===== config.mk =====
export PLATFORM = sky130hd
export DESIGN_NAME = baz_det_sched_flat
export DESIGN_NICKNAME = d
export VERILOG_FILES = /design/src/rtl/baz_det_sched_if.sv /design/src/rtl/baz_det_sched.sv /design/src/flat_wrapper.sv
export SDC_FILE = /design/constraint.sdc
export NUM_CORES = 1
export LEC_CHECK = 0
export ABC_CLOCK_PERIOD_IN_PS = 9200
export BUFFER_PORTS_ARGS = -buffer_cell sky130_fd_sc_hd__buf_4
export CAP_MARGIN = 20
export CORE_MARGIN = 3
export CORE_UTILIZATION = 50
export CTS_CLUSTER_DIAMETER = 120
export DETAILED_ROUTE_END_ITERATION = 12
export PLACE_DENSITY = 0.76
export SYNTH_ARGS = -nofsm -noshare
export SYNTH_HDL_FRONTEND = slang
export SYNTH_SLANG_ARGS = --single-unit

===== constraint.sdc =====
create_clock -name clk -period 9.2 [get_ports clk]
set_input_delay 1.38 -clock clk [delete_from_list [all_inputs] [get_ports clk]]
set_output_delay 1.38 -clock clk [all_outputs]
set_load 0.05 [all_outputs]

===== src/rtl/baz_det_sched_if.sv =====
// Bundle of character-source, detector and result signals shared between the
// keyword scheduler and its surroundings. The scheduler uses the slave view;
// whatever drives the sources and the detector uses the master view.
interface baz_det_sched_if #(
    parameter int NUM_SRC = 4
);
    logic [NUM_SRC-1:0]   req_valid;
    logic [8*NUM_SRC-1:0] req_char;
    logic [NUM_SRC-1:0]   req_last;
    logic [NUM_SRC-1:0]   req_ready;
    logic [7:0]           det_char;
    logic                 det_valid;
    logic                 det_clr;
    logic                 det_match;
    logic [NUM_SRC-1:0]   resp_valid;
    logic                 resp_match;
    logic                 resp_abort;
    logic [2:0]           grant_id;
    logic                 busy;

    modport master (
        output req_valid, req_char, req_last, det_match,
        input  req_ready, det_char, det_valid, det_clr,
               resp_valid, resp_match, resp_abort, grant_id, busy
    );

    modport slave (
        input  req_valid, req_char, req_last, det_match,
        output req_ready, det_char, det_valid, det_clr,
               resp_valid, resp_match, resp_abort, grant_id, busy
    );
endinterface


===== src/rtl/baz_det_sched.sv =====
// Round-robin scheduler sharing one keyword detector between NUM_SRC character
// sources. One source owns the detector for a whole word; its characters are
// forwarded one per cycle, the (sticky) match flag is collected, the result is
// strobed back to that source and the detector is flushed before the next word.
// Note: rstn is an active-HIGH asynchronous reset despite its name.
module baz_det_sched #(
    parameter int NUM_SRC = 4,
    parameter int DET_LAT = 2,
    parameter int TIMEOUT = 255
) (
    input  logic           clk,
    input  logic           rstn,
    baz_det_sched_if.slave bus
);

    typedef enum logic [2:0] {
        ST_IDLE   = 3'd0,
        ST_GRANT  = 3'd1,
        ST_STREAM = 3'd2,
        ST_WAIT   = 3'd3,
        ST_RESP   = 3'd4,
        ST_FLUSH  = 3'd5
    } state_t;

    localparam logic [7:0] DET_LAT_C  = 8'(DET_LAT);
    localparam logic [7:0] TO_LAST_C  = 8'(TIMEOUT - 1);
    localparam logic [2:0] LAST_SRC_C = 3'(NUM_SRC - 1);

    state_t               state_q, state_d;
    logic [2:0]           rr_q, rr_d;
    logic [2:0]           win_q, win_d;
    logic [2:0]           grant_q, grant_d;
    logic [7:0]           to_cnt_q, to_cnt_d;
    logic [7:0]           wait_cnt_q, wait_cnt_d;
    logic                 match_q, match_d;
    logic [7:0]           det_char_q, det_char_d;
    logic                 det_valid_q, det_valid_d;
    logic                 det_clr_q, det_clr_d;
    logic [NUM_SRC-1:0]   resp_valid_q, resp_valid_d;
    logic                 resp_match_q, resp_match_d;
    logic                 resp_abort_q, resp_abort_d;
    logic                 busy_q, busy_d;

    logic [NUM_SRC-1:0]   gnt_oh_s;
    logic [7:0]           sel_char_s;
    logic                 sel_last_s;
    logic                 sel_valid_s;
    logic                 hs_s;
    logic [2:0]           rr_win_s;
    logic                 take_s;
    int                   dist_s;
    int                   best_dist_s;

    // Round-robin pick: the requester with the smallest distance at/after rr_q wins.
    always_comb begin
        best_dist_s = NUM_SRC;
        dist_s      = 0;
        take_s      = 1'b0;
        rr_win_s    = 3'd0;
        for (int i = 0; i < NUM_SRC; i++) begin
            dist_s      = (i >= int'(rr_q)) ? (i - int'(rr_q)) : (i + NUM_SRC - int'(rr_q));
            take_s      = bus.req_valid[i] && (dist_s < best_dist_s);
            best_dist_s = take_s ? dist_s : best_dist_s;
            rr_win_s    = take_s ? 3'(i) : rr_win_s;
        end
    end

    // Decode the granted source and route its character/last/valid lines.
    always_comb begin
        gnt_oh_s    = {NUM_SRC{1'b0}};
        sel_char_s  = 8'd0;
        sel_last_s  = 1'b0;
        sel_valid_s = 1'b0;
        for (int i = 0; i < NUM_SRC; i++) begin
            if (grant_q == 3'(i)) begin
                gnt_oh_s[i] = 1'b1;
                sel_char_s  = bus.req_char[8*i +: 8];
                sel_last_s  = bus.req_last[i];
                sel_valid_s = bus.req_valid[i];
            end else begin
                gnt_oh_s[i] = 1'b0;
            end
        end
    end

    // Only the granted source sees ready, and only while streaming.
    assign hs_s          = (state_q == ST_STREAM) && sel_valid_s;
    assign bus.req_ready = (state_q == ST_STREAM) ? (gnt_oh_s & bus.req_valid) : {NUM_SRC{1'b0}};

    // Next-state and next-output logic for the word scheduling FSM.
    always_comb begin
        state_d      = state_q;
        rr_d         = rr_q;
        win_d        = win_q;
        grant_d      = grant_q;
        to_cnt_d     = 8'd0;
        wait_cnt_d   = 8'd0;
        match_d      = match_q;
        det_char_d   = det_char_q;
        det_valid_d  = 1'b0;
        det_clr_d    = 1'b0;
        resp_valid_d = {NUM_SRC{1'b0}};
        resp_match_d = 1'b0;
        resp_abort_d = 1'b0;

        case (state_q)
            ST_IDLE: begin
                if (|bus.req_valid) begin
                    state_d = ST_GRANT;
                    win_d   = rr_win_s;
                end else begin
                    state_d = ST_IDLE;
                end
            end
            ST_GRANT: begin
                grant_d = win_q;
                rr_d    = (win_q == LAST_SRC_C) ? 3'd0 : (win_q + 3'd1);
                match_d = 1'b0;
                state_d = ST_STREAM;
            end
            ST_STREAM: begin
                match_d = match_q | bus.det_match;
                if (hs_s) begin
                    det_valid_d = 1'b1;
                    det_char_d  = sel_char_s;
                    to_cnt_d    = 8'd0;
                    if (sel_last_s) begin
                        state_d = ST_WAIT;
                    end else begin
                        state_d = ST_STREAM;
                    end
                end else if (to_cnt_q == TO_LAST_C) begin
                    // Source went silent too long: report an aborted word.
                    state_d      = ST_RESP;
                    resp_valid_d = gnt_oh_s;
                    resp_abort_d = 1'b1;
                    resp_match_d = 1'b0;
                end else begin
                    to_cnt_d = to_cnt_q + 8'd1;
                    state_d  = ST_STREAM;
                end
            end
            ST_WAIT: begin
                match_d = match_q | bus.det_match;
                if (wait_cnt_q == DET_LAT_C) begin
                    state_d      = ST_RESP;
                    resp_valid_d = gnt_oh_s;
                    resp_match_d = match_q | bus.det_match;
                end else begin
                    wait_cnt_d = wait_cnt_q + 8'd1;
                    state_d    = ST_WAIT;
                end
            end
            ST_RESP: begin
                det_clr_d = 1'b1;
                state_d   = ST_FLUSH;
            end
            ST_FLUSH: begin
                state_d = ST_IDLE;
            end
            default: begin
                state_d = ST_IDLE;
            end
        endcase

        busy_d = (state_d != ST_IDLE);
    end

    // State and registered-output update; rstn clears everything at once.
    always_ff @(posedge clk or posedge rstn) begin
        if (rstn) begin
            state_q      <= ST_IDLE;
            rr_q         <= 3'd0;
            win_q        <= 3'd0;
            grant_q      <= 3'd0;
            to_cnt_q     <= 8'd0;
            wait_cnt_q   <= 8'd0;
            match_q      <= 1'b0;
            det_char_q   <= 8'd0;
            det_valid_q  <= 1'b0;
            det_clr_q    <= 1'b0;
            resp_valid_q <= {NUM_SRC{1'b0}};
            resp_match_q <= 1'b0;
            resp_abort_q <= 1'b0;
            busy_q       <= 1'b0;
        end else begin
            state_q      <= state_d;
            rr_q         <= rr_d;
            win_q        <= win_d;
            grant_q      <= grant_d;
            to_cnt_q     <= to_cnt_d;
            wait_cnt_q   <= wait_cnt_d;
            match_q      <= match_d;
            det_char_q   <= det_char_d;
            det_valid_q  <= det_valid_d;
            det_clr_q    <= det_clr_d;
            resp_valid_q <= resp_valid_d;
            resp_match_q <= resp_match_d;
            resp_abort_q <= resp_abort_d;
            busy_q       <= busy_d;
        end
    end

    assign bus.det_char   = det_char_q;
    assign bus.det_valid  = det_valid_q;
    assign bus.det_clr    = det_clr_q;
    assign bus.resp_valid = resp_valid_q;
    assign bus.resp_match = resp_match_q;
    assign bus.resp_abort = resp_abort_q;
    assign bus.grant_id   = grant_q;
    assign bus.busy       = busy_q;

endmodule


===== src/flat_wrapper.sv =====
// flat-port wrapper written by rule: the top's interface ports become plain ports
module baz_det_sched_flat 
#(
    parameter int NUM_SRC = 4,
    parameter int DET_LAT = 2,
    parameter int TIMEOUT = 255
)
  (clk, rstn, bus_req_valid, bus_req_char, bus_req_last, bus_det_match, bus_req_ready, bus_det_char, bus_det_valid, bus_det_clr, bus_resp_valid, bus_resp_match, bus_resp_abort, bus_grant_id, bus_busy);
  baz_det_sched_if #(.NUM_SRC(NUM_SRC)) bus_i ();
  input  logic clk;
  input  logic rstn;
  input wire logic [$bits(bus_i.req_valid)-1:0] bus_req_valid;
  input wire logic [$bits(bus_i.req_char)-1:0] bus_req_char;
  input wire logic [$bits(bus_i.req_last)-1:0] bus_req_last;
  input wire logic [$bits(bus_i.det_match)-1:0] bus_det_match;
  output wire logic [$bits(bus_i.req_ready)-1:0] bus_req_ready;
  output wire logic [$bits(bus_i.det_char)-1:0] bus_det_char;
  output wire logic [$bits(bus_i.det_valid)-1:0] bus_det_valid;
  output wire logic [$bits(bus_i.det_clr)-1:0] bus_det_clr;
  output wire logic [$bits(bus_i.resp_valid)-1:0] bus_resp_valid;
  output wire logic [$bits(bus_i.resp_match)-1:0] bus_resp_match;
  output wire logic [$bits(bus_i.resp_abort)-1:0] bus_resp_abort;
  output wire logic [$bits(bus_i.grant_id)-1:0] bus_grant_id;
  output wire logic [$bits(bus_i.busy)-1:0] bus_busy;
  assign bus_i.req_valid = bus_req_valid;
  assign bus_i.req_char = bus_req_char;
  assign bus_i.req_last = bus_req_last;
  assign bus_i.det_match = bus_det_match;
  assign bus_req_ready = bus_i.req_ready;
  assign bus_det_char = bus_i.det_char;
  assign bus_det_valid = bus_i.det_valid;
  assign bus_det_clr = bus_i.det_clr;
  assign bus_resp_valid = bus_i.resp_valid;
  assign bus_resp_match = bus_i.resp_match;
  assign bus_resp_abort = bus_i.resp_abort;
  assign bus_grant_id = bus_i.grant_id;
  assign bus_busy = bus_i.busy;
  baz_det_sched #(.NUM_SRC(NUM_SRC), .DET_LAT(DET_LAT), .TIMEOUT(TIMEOUT)) u_core (.clk(clk), .rstn(rstn), .bus(bus_i));
endmodule

# == Word level (Yosys, flattened, before mapping) ==
# Index checks and enable logic that the tools add are counted.
# totals
register_bits,46
out_inout_bits,24
# op_classes
add_sub_neg,11
magnitude_cmp,8
eq_ne,10
muxes,52
bitwise,2
n_reduce_logical,13
# ops
op,count
$mux W32,7
$lt A32 B32 Y1,3
$mux W8,9
$lt A32 B4 Y1 const B,1
$mux W1,23
$mux W3,6
$add A8 B1 Y8 const B,2
$mux W4,4
$sub A3 B3 Y4 const A,4
$eq A3 B2 Y1 const B,5
$pmux W3 S5,1
$eq A8 B2 Y1 const B,1
$eq A8 B8 Y1 const B,1
$pmux W4 S2,1
$sub A1 B3 Y4 const A,2
$sub A2 B3 Y4 const A,2
$eq A3 B1 Y1 const B,2
$ge A1 B3 Y1 const A,2
$ge A2 B3 Y1 const A,2
$logic_not A3 Y1,2
$logic_and A1 B1 Y1,5
$and A4 B4 Y4,1
$reduce_and A2 Y1,2
$reduce_or A4 Y1,1
7 further kinds,7

# == Depth between registers and ports, before layout ==
# depth
depth_word,14
depth_mapped,21

# == Worst setup path after synthesis ==
# OpenSTA, ideal clock, no wires.
# synth_path
path_type,input -> register
startpoint,input bus_req_valid[0]
endpoint,register u_core.win_q[1]
setup_ns,0.083
arrival_time_ns,4.807
required_time_ns,9.117
slack_ns,4.310
stages,16
path_buffers,1
path_cell_list,clkbuf_1 > ha_1 > a211o_1 > a31o_1 > a21oi_1 > a21oi_1 > ha_1 > or4_1 > o21ai_0 > a21oi_1 > mux2_2 > ha_1 > a211o_1 > inv_1 > a22oi_1 > o21ai_0
# synth_between
elab_chain_cells,11
# synth_lines
item,line_no,text
from (decl),flat_wrapper.sv:12,input wire logic [$bits(bus_i.req_valid)-1:0] bus_req_valid;
$logic_and A1 B1 Y1,baz_det_sched.sv:62,take_s = bus.req_valid[i] && (dist_s < best_dist_s);
$mux W32,baz_det_sched.sv:63,best_dist_s = take_s ? dist_s : best_dist_s;
$lt A32 B32 Y1,baz_det_sched.sv:62,
$logic_and A1 B1 Y1,baz_det_sched.sv:62,
$mux W32,baz_det_sched.sv:63,
$lt A32 B32 Y1,baz_det_sched.sv:62,
$logic_and A1 B1 Y1,baz_det_sched.sv:62,
$mux W32,baz_det_sched.sv:63,
$lt A32 B32 Y1,baz_det_sched.sv:62,
$logic_and A1 B1 Y1,baz_det_sched.sv:62,
$mux W3,baz_det_sched.sv:64,rr_win_s = take_s ? 3'(i) : rr_win_s;
to (signal assigned),baz_det_sched.sv:189,win_q <= win_d;
to (decl),baz_det_sched.sv:31,"logic [2:0] win_q, win_d;"
# Several ways; a longest one is shown, not always the timed one.
# A chain may end at the register's enable or synchronous reset.

# == Final worst setup path ==
# Ends and elaborated chain as after synthesis.

==> impl_results.md <==
* Hold path cells at 1
* CP Max Fanout at 8
* Maximum clock path buffer count at 2
* Minimum clock period at 5.02 ns
* Final Core Density at 0.658
* Synth async-reset ratio at 1.00
* Routed vias/inst at 5.33
* Critical path launch point type: primary input
* Die Ht at 76.7 um
* Port bufs at 65
* Final wirelength at 5.18 mm
* PD cells at 294 nW/um^2
* Kind of critical path: primary input to register
* Pin count of the biggest net entering global routing at 44
* Cells taking the most area after synthesis: dfrtp_1 (43%), mux4_1 (8.4%), ha_1 (7.5%), mux2_2 (5.0%), nor2_1 (3.9%)
* Reg-to-Reg Start: u_core.rr_q[1]
* Met1 usage in global routing at 0.233
* Root buf cell: clkbuf_8
* Worst Max-Slew Pin Slew at 0.884 ns
* Critical Path RT at 9.41 ns
* Post-CTS resize count at 0
* Initial DRC Count at 84
* Buf+Inv Stages, Crit Path at 3
* Pwr Total at 926 uW
* Most common cell in the netlist: dfrtp_1
* Total congestion overflow at 0
* Pre-CTS WS at 3.85 ns
* Slowest stage delay, CP at 0.42 ns
* Final Skew at 0.00346 ns
* Initial core utilization at 0.522
* Post-Route Setup TNS at 0 ns
* Via count at 1934
* Synthesized cell area at 2500 sq um
* # IOs at 67
* Hpwl dp at 3.95 mm
* Lkg Pwr at 1.56 nW
* Fill cell count at 398
* Sequential fraction of the synthesis area at 0.431
* Cts bufs inserted at 5
* Top FF cell, synth: dfrtp_1
* R2R setup slack at 4.48 ns
* Ant diodes at 0
* Final setup viols at 0
* First-pass GRT wire length at 8.74 mm
* WL/cell at 14.3 um
* CP max stage cell: a21oi_1
* Number of flops mapped to enable cells by yosys at 0
* Max Slew Vio Count at 0
* Sequential cell area at 1080 sq um
* Nets@finish at 354
* Distinct cells, synth at 43
* FP Rows at 25
* Worst reg2reg path endpoint: u_core.win_q[1]
* RSZ-0062 raised after global routing: false
* Worst vdd ir at 0.164 mV
* Hold EP: u_core.bus.det_char[4]
* Synth Register Bits at 43
* Yosys top cell area share at 0.431
* Yosys top cell by area: dfrtp_1
* CTS tree: built
* Cells along the critical path: buf_4 > nand3b_1 > ha_1 > a211o_1 > a31o_1 > a21oi_1 > mux2i_1 > inv_1 > ha_1 > nor4b_1 > o21ai_0 > o21ai_0 > a21oi_1 > mux2_2 > ha_1 > a211o_1 > inv_1 > a22oi_1 > o21ai_0
* Setup crit end kind: register
* Setup bufs post-CTS at 0
* Clock sink total at 43
* Max Cap Violations at 0
* Slew HR at 0.410
* DIE WIDTH at 76.7 um
* Drt pass-1 iters at 4
* DRT antenna net count at 0
* YS warnings at 0
* Die area at 5880 sq um
* Final period util at 0.546
* CTS H-tree lvls at 2
* PnR worst setup slack at 4.18 ns
* Core region area at 4790 sq um
* Grt peak-use layer: met2
* M2 GR Usage at 0.321
* HP Start: u_core.bus.det_char[4]
* Vias in the first global route at 1939
* Layout cell share with drive strength beyond 1 at 0.314
* Hold WC Path Type: register to register
* Hold Buf Count CTS at 0
* DRC at 0
* Critical Path AT at 5.23 ns
* Final Hold Fails at 0
* Avg Inst Size Synth at 11.0 sq um
* Worst skew pair latency at 0.29 ns
* Layout area overhead at 26.1%
* Global-route usage over all layers at 0.185
* GR Util met3 at 0.0317
* Area occupied by multi-input gates at 1340 sq um
* Top cells by count, synth: dfrtp_1 (43), nor2_1 (26), nand2_1 (18)
* Crit-path leading delay family: compound AO/OA/AOI/OAI gates
* Outcome: finished clean
* Final Wtd Congestion at 0.883
* R2R depth at 21
* Fmax at 199 MHz
* Initial antenna violation count at 0
* Worst-path clk slew at 0.07 ns
* Cells after Synth at 228
[routing by layer]
| metal | up-vias | part of all wire |
|---|---|---|
| met2 | 51 | 0.53 |
| met3 | 9 | 0.039 |
| met1 | 935 | 0.42 |
| met5 | - | 0 |
| li1 | 939 | - |
| met4 | 0 | 0.016 |
[report_power, final]
part	switching, mW	internal [mW]
sequential	0.0697	0.239
combinational	0.275	0.205
clock	0.0581	0.0795
total	0.402	0.523
[state kept, by name (all words and copies together) (netlist names)]
| register | count |
|---|---|
| u_core.bus.det_valid | 1 |
| u_core.win_q | 2 |
| u_core.bus.resp_valid | 4 |
| u_core.rr_q | 2 |
| u_core.bus.grant_id | 2 |
| u_core.bus.resp_match | 1 |
| u_core.state_q | 3 |
| u_core.to_cnt_q | 8 |
| u_core.bus.det_char | 8 |
| u_core.bus.resp_abort | 1 |
| u_core.bus.det_clr | 1 |
| u_core.match_q | 1 |
| u_core.wait_cnt_q | 8 |
| u_core.bus.busy | 1 |
[layout by cell type (no fill, tap or decap), drive strengths merged, types with 2 or more instances in the layout]
master	n
mux4	10
nor3b	4
and4b	2
mux2i	2
xnor2	3
nand2	20
a21o	2
inv	15
clkbuf	6
a211o	2
xor2	10
nand3	13
conb	3
nand3b	3
ha	15
mux2	12
a21oi	8
buf	66
nor4b	2
o21ai	9
nor3	2
nor2	26
and3	5
dfrtp	43
[per-stage QoR]
stage	instance area [sq um]	instances	hold slack, ns
after detailed placement	3050	356	0.497
after global placement	3050	356	0.490
final	3150	363	0.511
after global routing	3150	363	0.541
after floorplan	2500	230	0.472
after CTS	3150	363	0.514
[logic make-up after synthesis]
logic type	after synthesis	share of synthesized area
XOR/XNOR	13	0.0456
flip-flops	43	0.431
buffers and inverters	22	0.0376
adder cells (fa/ha/maj)	15	0.0752
AO/OA/AOI/OAI	27	0.0676
AND/OR/NAND/NOR	83	0.176
other	1	0.00150
multiplexers	24	0.166
[layout make-up]
class / count / area share
Multi-Input combinational cell: 165 / 0.424
Sequential cell: 43 / 0.342
Timing Repair Buffer: 66 / 0.157
Tap cell: 67 / 0.0266
Clock buffer: 6 / 0.0230
Inverter: 15 / 0.0179
Clock inverter: 1 / 0.00954
[how the worst max path moves through the flow]
stage | from | to | slack, ns | cells past startpoint
after global routing | bus_req_valid[0] | u_core.win_q[1] | 3.79 | 19
after detailed placement | bus_req_valid[0] | u_core.win_q[1] | 3.85 | 19
final | bus_req_valid[0] | u_core.win_q[1] | 4.18 | 19
after floorplan | bus_req_valid[0] | u_core.win_q[1] | 4.31 | 16
after global placement | bus_req_valid[0] | u_core.win_q[1] | 4.01 | 18
after CTS | bus_req_valid[0] | u_core.win_q[1] | 4.16 | 19
Note: power is estimated with default switching activity, not from simulation.
